## config.mk

```make
export PLATFORM = sky130hd
export DESIGN_NAME = kds_ctrl
export DESIGN_NICKNAME = d
export VERILOG_FILES = /design/src/rtl/kds_ctrl.sv
export SDC_FILE = /design/constraint.sdc
export NUM_CORES = 1
export LEC_CHECK = 0
export CAP_MARGIN = 30
export CELL_PAD_IN_SITES_DETAIL_PLACEMENT = 0
export CELL_PAD_IN_SITES_GLOBAL_PLACEMENT = 1
export CORE_MARGIN = 2
export CORE_UTILIZATION = 27
export CTS_BUF_LIST = sky130_fd_sc_hd__clkbuf_16
export DETAILED_ROUTE_END_ITERATION = 16
export MAX_ROUTING_LAYER = met4
export PLACE_DENSITY = 0.79
export SLEW_MARGIN = 40
export SYNTH_ARGS = -nofsm -noshare
export SYNTH_HDL_FRONTEND = slang
export SYNTH_SLANG_ARGS = --single-unit
export TNS_END_PERCENT = 100
```

## constraint.sdc

```tcl
create_clock -name clk -period 1.97 [get_ports clk]
set_input_delay 0.4925 -clock clk [delete_from_list [all_inputs] [get_ports clk]]
set_output_delay 0.4925 -clock clk [all_outputs]
set_load 0.05 [all_outputs]
```

## src/rtl/kds_ctrl.sv

```systemverilog
// kds_ctrl: load-then-run controller for a kernel store built from NB_BLOCKS
// groups of three FIFOs. LOAD streams kernel triplets into the store one block
// at a time. RUN rotates every FIFO one entry per permitted step.
// Optional feature macro: KDS_CTRL_RERUN_EN. It adds a rerun input that restarts
// RUN on an already loaded kernel without reloading it.
module kds_ctrl #(
  parameter int IO_DATA_WIDTH = 16,
  parameter int NB_BLOCKS     = 12,
  parameter int FIFO_DEPTH    = 8
) (
  input  logic                          clk,
  input  logic                          srst_in,
  input  logic                          start,
  input  logic [15:0]                   nb_steps,
  input  logic [IO_DATA_WIDTH-1:0]      k_data_1,
  input  logic [IO_DATA_WIDTH-1:0]      k_data_2,
  input  logic [IO_DATA_WIDTH-1:0]      k_data_3,
  input  logic                          k_valid,
  output logic                          k_ready,
  output logic [IO_DATA_WIDTH-1:0]      v_1,
  output logic [IO_DATA_WIDTH-1:0]      v_2,
  output logic [IO_DATA_WIDTH-1:0]      v_3,
  output logic [NB_BLOCKS-1:0]          LE_select,
  output logic                          cycle_enable,
  input  logic                          step_en,
`ifdef KDS_CTRL_RERUN_EN
  input  logic                          rerun,
`endif
  output logic [$clog2(FIFO_DEPTH)-1:0] step_idx,
  output logic                          busy,
  output logic                          done
);

  localparam int IDX_W = $clog2(FIFO_DEPTH);
  localparam int BLK_W = (NB_BLOCKS > 1) ? $clog2(NB_BLOCKS) : 1;
  localparam logic [IDX_W-1:0] WORD_LAST = IDX_W'(FIFO_DEPTH - 1);
  localparam logic [BLK_W-1:0] BLK_LAST  = BLK_W'(NB_BLOCKS - 1);

  localparam logic [1:0] S_IDLE = 2'd0;
  localparam logic [1:0] S_LOAD = 2'd1;
  localparam logic [1:0] S_RUN  = 2'd2;
  localparam logic [1:0] S_DONE = 2'd3;

  logic [1:0]       state;
  logic [1:0]       state_nx;
  logic [BLK_W-1:0] blk_cnt;
  logic [IDX_W-1:0] word_cnt;
  logic [15:0]      step_cnt;
  logic [15:0]      steps_lat;

  logic start_acc;
  logic rerun_acc;
  logic load_xfer;
  logic load_last;
  logic run_pending;
  logic run_step;
  logic run_finish;

  // The data path does not pass through the controller; these are plain copies.
  assign v_1 = k_data_1;
  assign v_2 = k_data_2;
  assign v_3 = k_data_3;

  assign start_acc   = (state == S_IDLE) && start;
  assign load_xfer   = (state == S_LOAD) && k_valid;
  assign load_last   = load_xfer && (blk_cnt == BLK_LAST) && (word_cnt == WORD_LAST);
  assign run_pending = (step_cnt != steps_lat);
  assign run_step    = (state == S_RUN) && step_en && run_pending;
  // Leave RUN right after the final step so that done follows that step by one
  // cycle; a zero-step job leaves on the first RUN cycle instead.
  assign run_finish  = (state == S_RUN) &&
                       (!run_pending || (run_step && ((step_cnt + 16'd1) == steps_lat)));

`ifdef KDS_CTRL_RERUN_EN
  logic kernel_loaded;

  // Start has priority; rerun needs a kernel left in the store by a completed LOAD.
  assign rerun_acc = (state == S_IDLE) && !start && rerun && kernel_loaded;

  // Track whether the store holds a complete kernel from the last LOAD.
  always_ff @(posedge clk) begin
    if (srst_in) begin
      kernel_loaded <= 1'b0;
    end else if (start_acc) begin
      kernel_loaded <= 1'b0;
    end else if (load_last) begin
      kernel_loaded <= 1'b1;
    end else begin
      kernel_loaded <= kernel_loaded;
    end
  end
`else
  assign rerun_acc = 1'b0;
`endif

  assign k_ready      = (state == S_LOAD);
  assign cycle_enable = run_step;
  assign busy         = (state == S_LOAD) || (state == S_RUN);
  assign done         = (state == S_DONE);

  // One-hot write strobe for the block being filled, only on an actual transfer.
  always_comb begin
    LE_select = '0;
    if (load_xfer) begin
      LE_select[blk_cnt] = 1'b1;
    end else begin
      LE_select = '0;
    end
  end

  // Next-state decode.
  always_comb begin
    state_nx = state;
    case (state)
      S_IDLE: begin
        if (start_acc) begin
          state_nx = S_LOAD;
        end else if (rerun_acc) begin
          state_nx = S_RUN;
        end else begin
          state_nx = S_IDLE;
        end
      end
      S_LOAD: begin
        if (load_last) begin
          state_nx = S_RUN;
        end else begin
          state_nx = S_LOAD;
        end
      end
      S_RUN: begin
        if (run_finish) begin
          state_nx = S_DONE;
        end else begin
          state_nx = S_RUN;
        end
      end
      S_DONE:  state_nx = S_IDLE;
      default: state_nx = S_IDLE;
    endcase
  end

  // State register.
  always_ff @(posedge clk) begin
    if (srst_in) begin
      state <= S_IDLE;
    end else begin
      state <= state_nx;
    end
  end

  // Load counters: word within a block, then block within the store.
  always_ff @(posedge clk) begin
    if (srst_in) begin
      blk_cnt  <= '0;
      word_cnt <= '0;
    end else if (start_acc) begin
      blk_cnt  <= '0;
      word_cnt <= '0;
    end else if (load_xfer) begin
      if (word_cnt == WORD_LAST) begin
        word_cnt <= '0;
        blk_cnt  <= blk_cnt + BLK_W'(1);
      end else begin
        word_cnt <= word_cnt + IDX_W'(1);
        blk_cnt  <= blk_cnt;
      end
    end else begin
      blk_cnt  <= blk_cnt;
      word_cnt <= word_cnt;
    end
  end

  // Step budget and rotation position. A rerun keeps step_idx because the
  // FIFOs still sit at the position the previous run left them in.
  always_ff @(posedge clk) begin
    if (srst_in) begin
      step_cnt  <= 16'd0;
      steps_lat <= 16'd0;
      step_idx  <= '0;
    end else if (start_acc) begin
      step_cnt  <= 16'd0;
      steps_lat <= nb_steps;
      step_idx  <= '0;
    end else if (rerun_acc) begin
      step_cnt  <= 16'd0;
      steps_lat <= nb_steps;
      step_idx  <= step_idx;
    end else if (run_step) begin
      step_cnt  <= step_cnt + 16'd1;
      steps_lat <= steps_lat;
      step_idx  <= step_idx + IDX_W'(1);
    end else begin
      step_cnt  <= step_cnt;
      steps_lat <= steps_lat;
      step_idx  <= step_idx;
    end
  end

endmodule

```

==> results.tsv, run 1 <==
metric	value	unit
status	complete, but fails checks	
violations	setup timing	
num-nets-final	508	
drc	0	
htree_levels	2	
antenna-diode-count	0	
grt_max_degree	18	
design_area	4220	µm²
cp-end-kind	output port	
ant_nets	0	
cp.required	1480	ps
cts.clk_slew.worst_paths	60	ps
powerDensity	541	nW/µm²
cp.arrival	1770	ps
detail_route.wirelength	7780	µm
period_share	1.15	
setup_viol	5	
crit_path_start_kind	flop	
fin_hold_ws	457	ps
antenna_found_initial	0	
num_vias	2746	
first_pass_iters	4	
yosysMostFrequentCell	nand2_1	
p_leak	0.00164	µW
dp_hpwl	5880	µm
maxSlewHeadroom	0.781	
yosysSeqAreaShare	0.284	
multi_input_area	1910	µm²
worstPathMaxFanout	2	
grt_pass1_wl	12600	µm
max_freq	443	MHz
nFillCells	1135	
die_x	111	µm
synth_edf_count	0	
clkSinkCount	44	
tightestPinTransition	325	ps
std_cell_rows	39	
ios	136	
clkLatencyLatePin	280	ps
grt_usage	0.127	
core_area	11300	µm²
syn_area	3100	µm²
syn_area_per_cell	8.16	µm²
ys_ff_latch	44	
fin_crit	2260	ps
syn2layout_area_growth	36.2	%
drv_slew	0	
synthArstFlopShare	0	
ys_top_cells_by_count	51 x nand2_1, 48 x buf_4, 44 x dfxtp_1	
start_util	0.274	
routed-wl-met3	327	µm
cts_tree	built	
drv_cap	0	
clock_path_buffers	2	
met1_length	3210	µm
port_buffers	39	
first_global_vias	2702	
die-area	12400	µm²
yosys.area.top_type	dfxtp_1	
ctsRootBufferMaster	clkbuf_16	
cts_hold_buffers	0	
routedWlPerCell	13.6	µm
wl_met2	4060	µm
viasPerCell	4.82	
path_class	flop to output port	
gr-total-overflow	0	
drt-initial-drc-count	67	
netlist.area_leader.share	0.284	
syn_nets	462	
hold_path.class	flop to flop	
seqCellArea	905	µm²
synth_flop_cell	dfxtp_1	
yosysWarnings	0	
place.gp.congestion	0.896	
worst_slack	-288	ps
synth_area_leaders	dfxtp_1 28%, buf_4 12%, nand2_1 6.2%	
grt_setup_unrepaired	true	
ys_types	53	
finClkSkew	3.56	ps
irDropWorstVdd	0.317	mV
top_layer_used	met4	
tns	-326	ps
cts_buffers	5	
die_h	111	µm
syn_inst	380	
regToRegSetupSlack	50	ps
hold_viol_final	0	
drive_gt1_frac	0.365	
dpl_cell_area	3850	µm²
## registers in the layout (all words and copies together) (netlist names), named ones only
name and flops:
step_cnt 16, blk_cnt 4, steps_lat 16, state 1, word_cnt 3, step_idx 3
## metal layers
| layer | GRT usage | vias to the layer above |
|---|---|---|
| li1 | - | 1353 |
| met1 | 0.151 | 1325 |
| met2 | 0.213 | 49 |
| met3 | 0.0279 | 19 |
| met4 | 0.0444 | 0 |
| met5 | - | - |
## metrics by stage
step | total power [µW] | worst slack (ps) | std cells | util
floorplan | 1510 | 15.5 | 380 | -
global placement | 1460 | -264 | 555 | 0.340
detailed placement | 1470 | -266 | 555 | 0.340
CTS | 2280 | -247 | 568 | 0.360
global route | 2400 | -367 | 570 | 0.373
finish | 2290 | -288 | 570 | 0.373
## kinds of logic after synthesis
| family | count (synthesis) | synth area share |
|---|---|---|
| and+or+nand+nor | 143 | 0.255 |
| buffers and inverters | 77 | 0.165 |
| AOI/OAI and AO/OA | 69 | 0.136 |
| DFF | 44 | 0.284 |
| xor gates and xnor gates | 30 | 0.0944 |
| adders and majority gates | 13 | 0.0524 |
| muxes | 4 | 0.0133 |
## final timing paths
check / from / cells after the start / endpoint
hold reg to reg: word_cnt[1] / 2 / word_cnt[1]
setup reg to reg: step_cnt[8] / 6 / step_cnt[15]
setup / recovery: step_cnt[9] / 6 / cycle_enable
hold / removal: word_cnt[1] / 2 / word_cnt[1]
## cell usage in the layout (no fill, tap or decap), drive strengths merged, types with 6 or more instances in the layout
| cell type | n |
|---|---|
| nor4 | 6 |
| and3 | 6 |
| nand3 | 12 |
| or3 | 10 |
| nand2 | 51 |
| xnor2 | 22 |
| o21ai | 15 |
| ha | 13 |
| dfxtp | 44 |
| and2 | 11 |
| inv | 12 |
| nand4 | 9 |
| clkdlybuf4s50 | 19 |
| a21oi | 33 |
| buf | 86 |
| nor2 | 13 |
| nor3 | 6 |
| xor2 | 8 |
## report_power, final
| part | switching (µW) | internal [µW] |
|---|---|---|
| registers | 30.6 | 923 |
| clock network | 332 | 456 |
| logic | 266 | 277 |
| total | 629 | 1660 |
## cell type report
type | instances | area share
Multi-Input combinational cell | 259 | 0.451
Inverter | 10 | 0.0101
Timing Repair Buffer | 106 | 0.250
Sequential cell | 44 | 0.214
Tap cell | 143 | 0.0424
Clock buffer | 5 | 0.0296
Clock inverter | 3 | 0.00267
## what timing repair did
action	in CTS	in global routing
setup endpoints to repair	14	29
cloned	0	0
setup buffers	5	2
pin swaps	8	14
gates resized for setup	17	33
## worst max-delay path, stage by stage, from the launching register on
cell and delay [ps]:
dfxtp_2 340, xnor2_2 220, nand4_2 160, nor4_4 370, a21o_4 210, inv_6 40
buf_12 130
Note: power is estimated with default switching activity, not from simulation.
==> run 2, diff against run 1 <==
==> constraint.sdc (replaced) <==
create_clock -name clk -period 1.9 [get_ports clk]
set_input_delay 0.475 -clock clk [delete_from_list [all_inputs] [get_ports clk]]
set_output_delay 0.475 -clock clk [all_outputs]
set_load 0.05 [all_outputs]
==> results.tsv, run 2 (synthesis results as in run 1) <==
metric	value	unit	change
violations	setup timing		
path_class	flop to output port		
place_inst	560		+0.90%
grt_setup_unrepaired	true		
finClkSkew	2.12	ps	-1.44 ps
drt-initial-drc-count	111		+66%
powerDensity	570	nW/µm²	+5.4%
num_vias	2810		+2.3%
maxSlewHeadroom	0.774		-0.00737
period_share	1.15		
clkLatencyLatePin	290	ps	about the same
num-nets-final	520		+2.4%
routedWlPerCell	14.4	µm	+5.8%
hold_viol_final	0		unchanged
reg_top3	step_cnt (16), steps_lat (16), blk_cnt (4)		
r2r_start	step_cnt[10]		
antenna-diode-count	0		unchanged
cp_top_family	simple AND/OR/NAND/NOR gates		
fin_crit	2180	ps	
grt_usage	0.136		+0.00905
r2r_end	step_cnt[15]		
crit_path_start_kind	flop		
worstHoldStart	word_cnt[1]		
final_cell_mix	76 x buf_4, 49 x nand2_1, 31 x a21oi_1		
holdPathStages	2		unchanged
htree_levels	2		unchanged
worstPathMaxFanout	2		unchanged
nFillCells	1117		-1.6%
clkSinkCount	44		unchanged
hold_path.class	flop to flop		
port_buffers	39		unchanged
dp_hpwl	6130	µm	+4.2%
reg2reg_depth	8		+2
final_common_cell	buf_4		
drv_cap	0		unchanged
syn2layout_area_growth	45.8	%	
ctsRootBufferMaster	clkbuf_16		
start_util	0.274		unchanged
die_x	111	µm	unchanged
final_cells	582		+2.1%
first_pass_iters	4		unchanged
grt_pass1_wl	13500	µm	+6.9%
grt_max_degree	18		unchanged
p_leak	0.00174	µW	+5.9%
viasPerCell	4.83		+0.22%
drv_slew	0		unchanged
irDropWorstVdd	0.343	mV	+7.9%
crit_chain	xnor2_4 > nand4_4 > nor4b_4 > a21o_4 > inv_6 > buf_12		
worst_slack	-280	ps	+7.57 ps
slowest_stage	dfxtp_2		
core_area	11300	µm²	unchanged
ant_nets	0		unchanged
place.gp.congestion	0.884		-1.3%
cts.clk_slew.worst_paths	60	ps	about the same
clock_path_buffers	2		unchanged
gr-total-overflow	0		unchanged
drc	0		unchanged
cts_tree	built		
detail_route.wirelength	8400	µm	+8.0%
cp-end-kind	output port		
p_total	2580	µW	+13%
min_to	word_cnt[1]		
std_cell_rows	39		unchanged
die_h	111	µm	unchanged
tightestPinTransition	337	ps	+12.0 ps
cts_buffers	5		unchanged
status	complete, but fails checks		
max_freq	459	MHz	
regToRegSetupSlack	-30	ps	-80 ps
crit_buf_inv	2		unchanged
antenna_found_initial	0		unchanged
drive_gt1_frac	0.440		+0.0743
max_stage_delay	350	ps	-20 ps
ios	136		unchanged
die-area	12400	µm²	unchanged
cp.required	1420	ps	-60 ps
first_global_vias	2842		+5.2%
cp.arrival	1710	ps	-60 ps
setup_viol	8		+3
-- run 2: area by class of cell --
class | instances | area, µm² | area share
multi-input cells | 259 | 2020 | 0.447
repair buffers | 118 | 1190 | 0.262
flip-flops and latches | 44 | 923 | 0.204
well taps | 143 | 179 | 0.0396
clock buffers | 5 | 125 | 0.0277
clock inverters | 3 | 42.5 | 0.00941
inverters | 10 | 42.5 | 0.00941
-- run 2: repair_timing --
item | in CTS | in global routing
setup buffers | 5 | 9
pin swaps | 7 | 22
hold buffers | 0 | 0
gates cloned | 0 | 1
gates resized for setup | 33 | 53
setup endpoints to repair | 17 | 30
-- run 2: worst min-delay path: stages, from the launching register on --
cell,delay (ps)
dfxtp_1,310
nand2_1,50
a21oi_1,50
-- run 2: worst max path at each step --
stage	depth (start not counted)	slack, ps	start	endpoint
finish	6	-280	steps_lat[15]	cycle_enable
global route	6	-370	steps_lat[5]	cycle_enable
CTS	7	-340	step_cnt[15]	cycle_enable
detailed placement	5	-320	k_valid	LE_select[7]
global placement	5	-290	k_valid	LE_select[4]
floorplan	6	1	steps_lat[15]	cycle_enable
-- run 2: metrics by stage --
step / setup slack, ps / setup TNS, ps / utilization / cell area (µm²) / hold slack (ps)
floorplan: 1.39 / 0 / - / 3170 / 436
detailed placement: -317 / -4210 / 0.346 / 3920 / 454
CTS: -339 / -621 / 0.376 / 4250 / 463
global route: -370 / -2270 / 0.399 / 4520 / 502
global placement: -294 / -3870 / 0.346 / 3920 / 444
finish: -280 / -594 / 0.399 / 4520 / 459
-- run 2: report_power, final --
group,internal [µW],leakage [µW],switching [µW]
clock network,618,0.0000798,379
registers,954,0.000370,38.5
logic,303,0.00129,286
total,1870,0.00174,703
-- run 2: layer usage --
layer | wire [µm] | share of wire | global-route usage
met1 | 3640 | 0.43 | 0.160
met2 | 4280 | 0.51 | 0.236
met3 | 387 | 0.046 | 0.0295
met4 | 94 | 0.011 | 0.0379
met5 | 0 | 0 | -
==> run 3, diff against run 2 <==
--- a/config.mk
+++ b/config.mk
@@ -14,6 +14,8 @@
 export DETAILED_ROUTE_END_ITERATION = 16
 export MAX_ROUTING_LAYER = met4
 export PLACE_DENSITY = 0.79
+export RECOVER_POWER = 100
+export SKIP_CTS_REPAIR_TIMING = 1
 export SLEW_MARGIN = 40
 export SYNTH_ARGS = -nofsm -noshare
 export SYNTH_HDL_FRONTEND = slang
==> results.tsv, run 3 (synthesis results as in run 1) <==
metric	value	unit	change
drv_slew	0		unchanged
core_area	11300	µm²	unchanged
clkLatencyLatePin	290	ps	about the same
dp_hpwl	6130	µm	unchanged
holdPathStages	2		unchanged
dpl_cell_area	3920	µm²	unchanged
place.gp.congestion	0.884		unchanged
ant_nets	0		unchanged
reg2reg_depth	9		+1
power.internal	1840	µW	-1.8%
crit_chain	xnor2_2 > buf_4 > nand4_4 > nor4b_4 > a21o_4 > inv_6 > buf_12		
nFillCells	1148		+2.8%
viasPerCell	4.77		-1.3%
r2r_end	step_cnt[13]		
sw_frac_of_total	0.270		-0.00290
clkSinkCount	44		unchanged
detail_route.wirelength	8110	µm	-3.5%
r2r_start	step_cnt[15]		
ctsRootBufferMaster	clkbuf_16		
dp_slack	-317	ps	unchanged
max_stage_delay	350	ps	about the same
cts_tree	built		
ios	136		unchanged
setup_viol	14		+6
p_comb_frac	0.216		-0.012
first_pass_iters	4		unchanged
regToRegSetupSlack	-20	ps	about the same
grt_setup_unrepaired	true		
powerDensity	589	nW/µm²	+3.3%
slowest_stage	nor4b_4		
hold_viol_final	0		unchanged
cts.clk_slew.worst_paths	60	ps	about the same
seqPwrFrac	0.390		+0.005
syn2layout_area_growth	38.1	%	
cp-end-kind	output port		
clock_path_buffers	2		unchanged
first_global_vias	2772		-2.5%
drv_cap	0		unchanged
routedWlPerCell	14.0	µm	-3.0%
fin_crit	2260	ps	+80.2 ps
place_inst	560		unchanged
start_util	0.274		unchanged
crit_path_start_kind	flop		
tns	-2730	ps	-2130 ps
cp.required	1420	ps	about the same
grt_max_degree	18		unchanged
max_freq	442	MHz	-3.5%
die_x	111	µm	unchanged
cp.arrival	1790	ps	+80 ps
port_buffers	39		unchanged
die-area	12400	µm²	unchanged
cts_buffers	5		unchanged
num-nets-final	517		-0.58%
finClkSkew	3.44	ps	+1.33 ps
clkPwrFrac	0.394		+0.007
hold_path.class	flop to flop		
grt_pass1_wl	13200	µm	-2.3%
num_vias	2759		-1.8%
period_share	1.19		+0.0422
drive_gt1_frac	0.372		-0.0681
worstHoldStart	word_cnt[1]		
min_to	word_cnt[1]		
irDropWorstVdd	0.356	mV	+3.7%
final_common_cell	buf_4		
violations	setup timing		
antenna-diode-count	0		unchanged
design_area	4280	µm²	-5.3%
tightestPinTransition	619	ps	+282 ps
final_cells	579		-0.52%
path_class	flop to output port		
worst_slack	-361	ps	-80.2 ps
gr-total-overflow	0		unchanged
std_cell_rows	39		unchanged
final_cell_mix	69 x buf_4, 50 x nand2_1, 33 x a21oi_1		
drc	0		unchanged
drt-initial-drc-count	95		-14%
antenna_found_initial	0		unchanged
maxSlewHeadroom	0.589		-0.185
reg_top3	step_cnt (16), steps_lat (16), blk_cnt (4)		
p_leak	0.00166	µW	-4.7%
htree_levels	2		unchanged
worstPathMaxFanout	5		+3
p_sw	681	µW	-3.2%
utilization	0.378		-0.0210
status	complete, but fails checks		
die_h	111	µm	unchanged
grt_usage	0.133		-0.00336
-- run 3: worst max-delay path: cells and delay by family (launching register included) --
family / cells / cell delay, ps
flops: 1 / 330
buf+inv: 3 / 330
compound gates: 1 / 210
simple gates: 2 / 460
xor+xnor: 1 / 160
-- run 3: worst max path at each step --
stage / start / end / depth (start not counted)
final: step_cnt[15] / cycle_enable / 7
after global placement: k_valid / LE_select[4] / 5
after global routing: step_cnt[15] / cycle_enable / 7
after CTS: step_cnt[15] / cycle_enable / 7
after floorplan: steps_lat[15] / cycle_enable / 6
after detailed placement: k_valid / LE_select[7] / 5
-- run 3: power by group through the flow --
stage | sequential [µW] | clock [µW] | combinational, µW
floorplan | 1010 | 0 | 558
global placement | 1000 | 0 | 518
detailed placement | 1010 | 0 | 525
CTS | 984 | 1020 | 528
global route | 989 | 1060 | 593
finish | 983 | 994 | 545
-- run 3: final cells by class --
type	instances	area [µm²]	share of cell area
multi-input cells	259	1890	0.442
flip-flops and latches	44	903	0.211
inverters	10	42.5	0.00993
clock inverters	3	42.5	0.00993
well taps	143	179	0.0418
clock buffers	5	125	0.0292
repair buffers	115	1100	0.257
-- run 3: layer usage --
metal | wire length [µm] | up-vias | share of wire | global-route usage
met5 | 0 | - | 0 | -
met4 | 91 | 0 | 0.011 | 0.0370
met3 | 384 | 9 | 0.047 | 0.0284
met2 | 4180 | 66 | 0.52 | 0.225
met1 | 3450 | 1310 | 0.43 | 0.160
li1 | - | 1374 | - | -
-- run 3: per-stage QoR --
step / hold WS, ps / power [µW]
finish: 460 / 2520
global route: 504 / 2640
CTS: 463 / 2530
detailed placement: 454 / 1530
global placement: 444 / 1520
floorplan: 436 / 1560
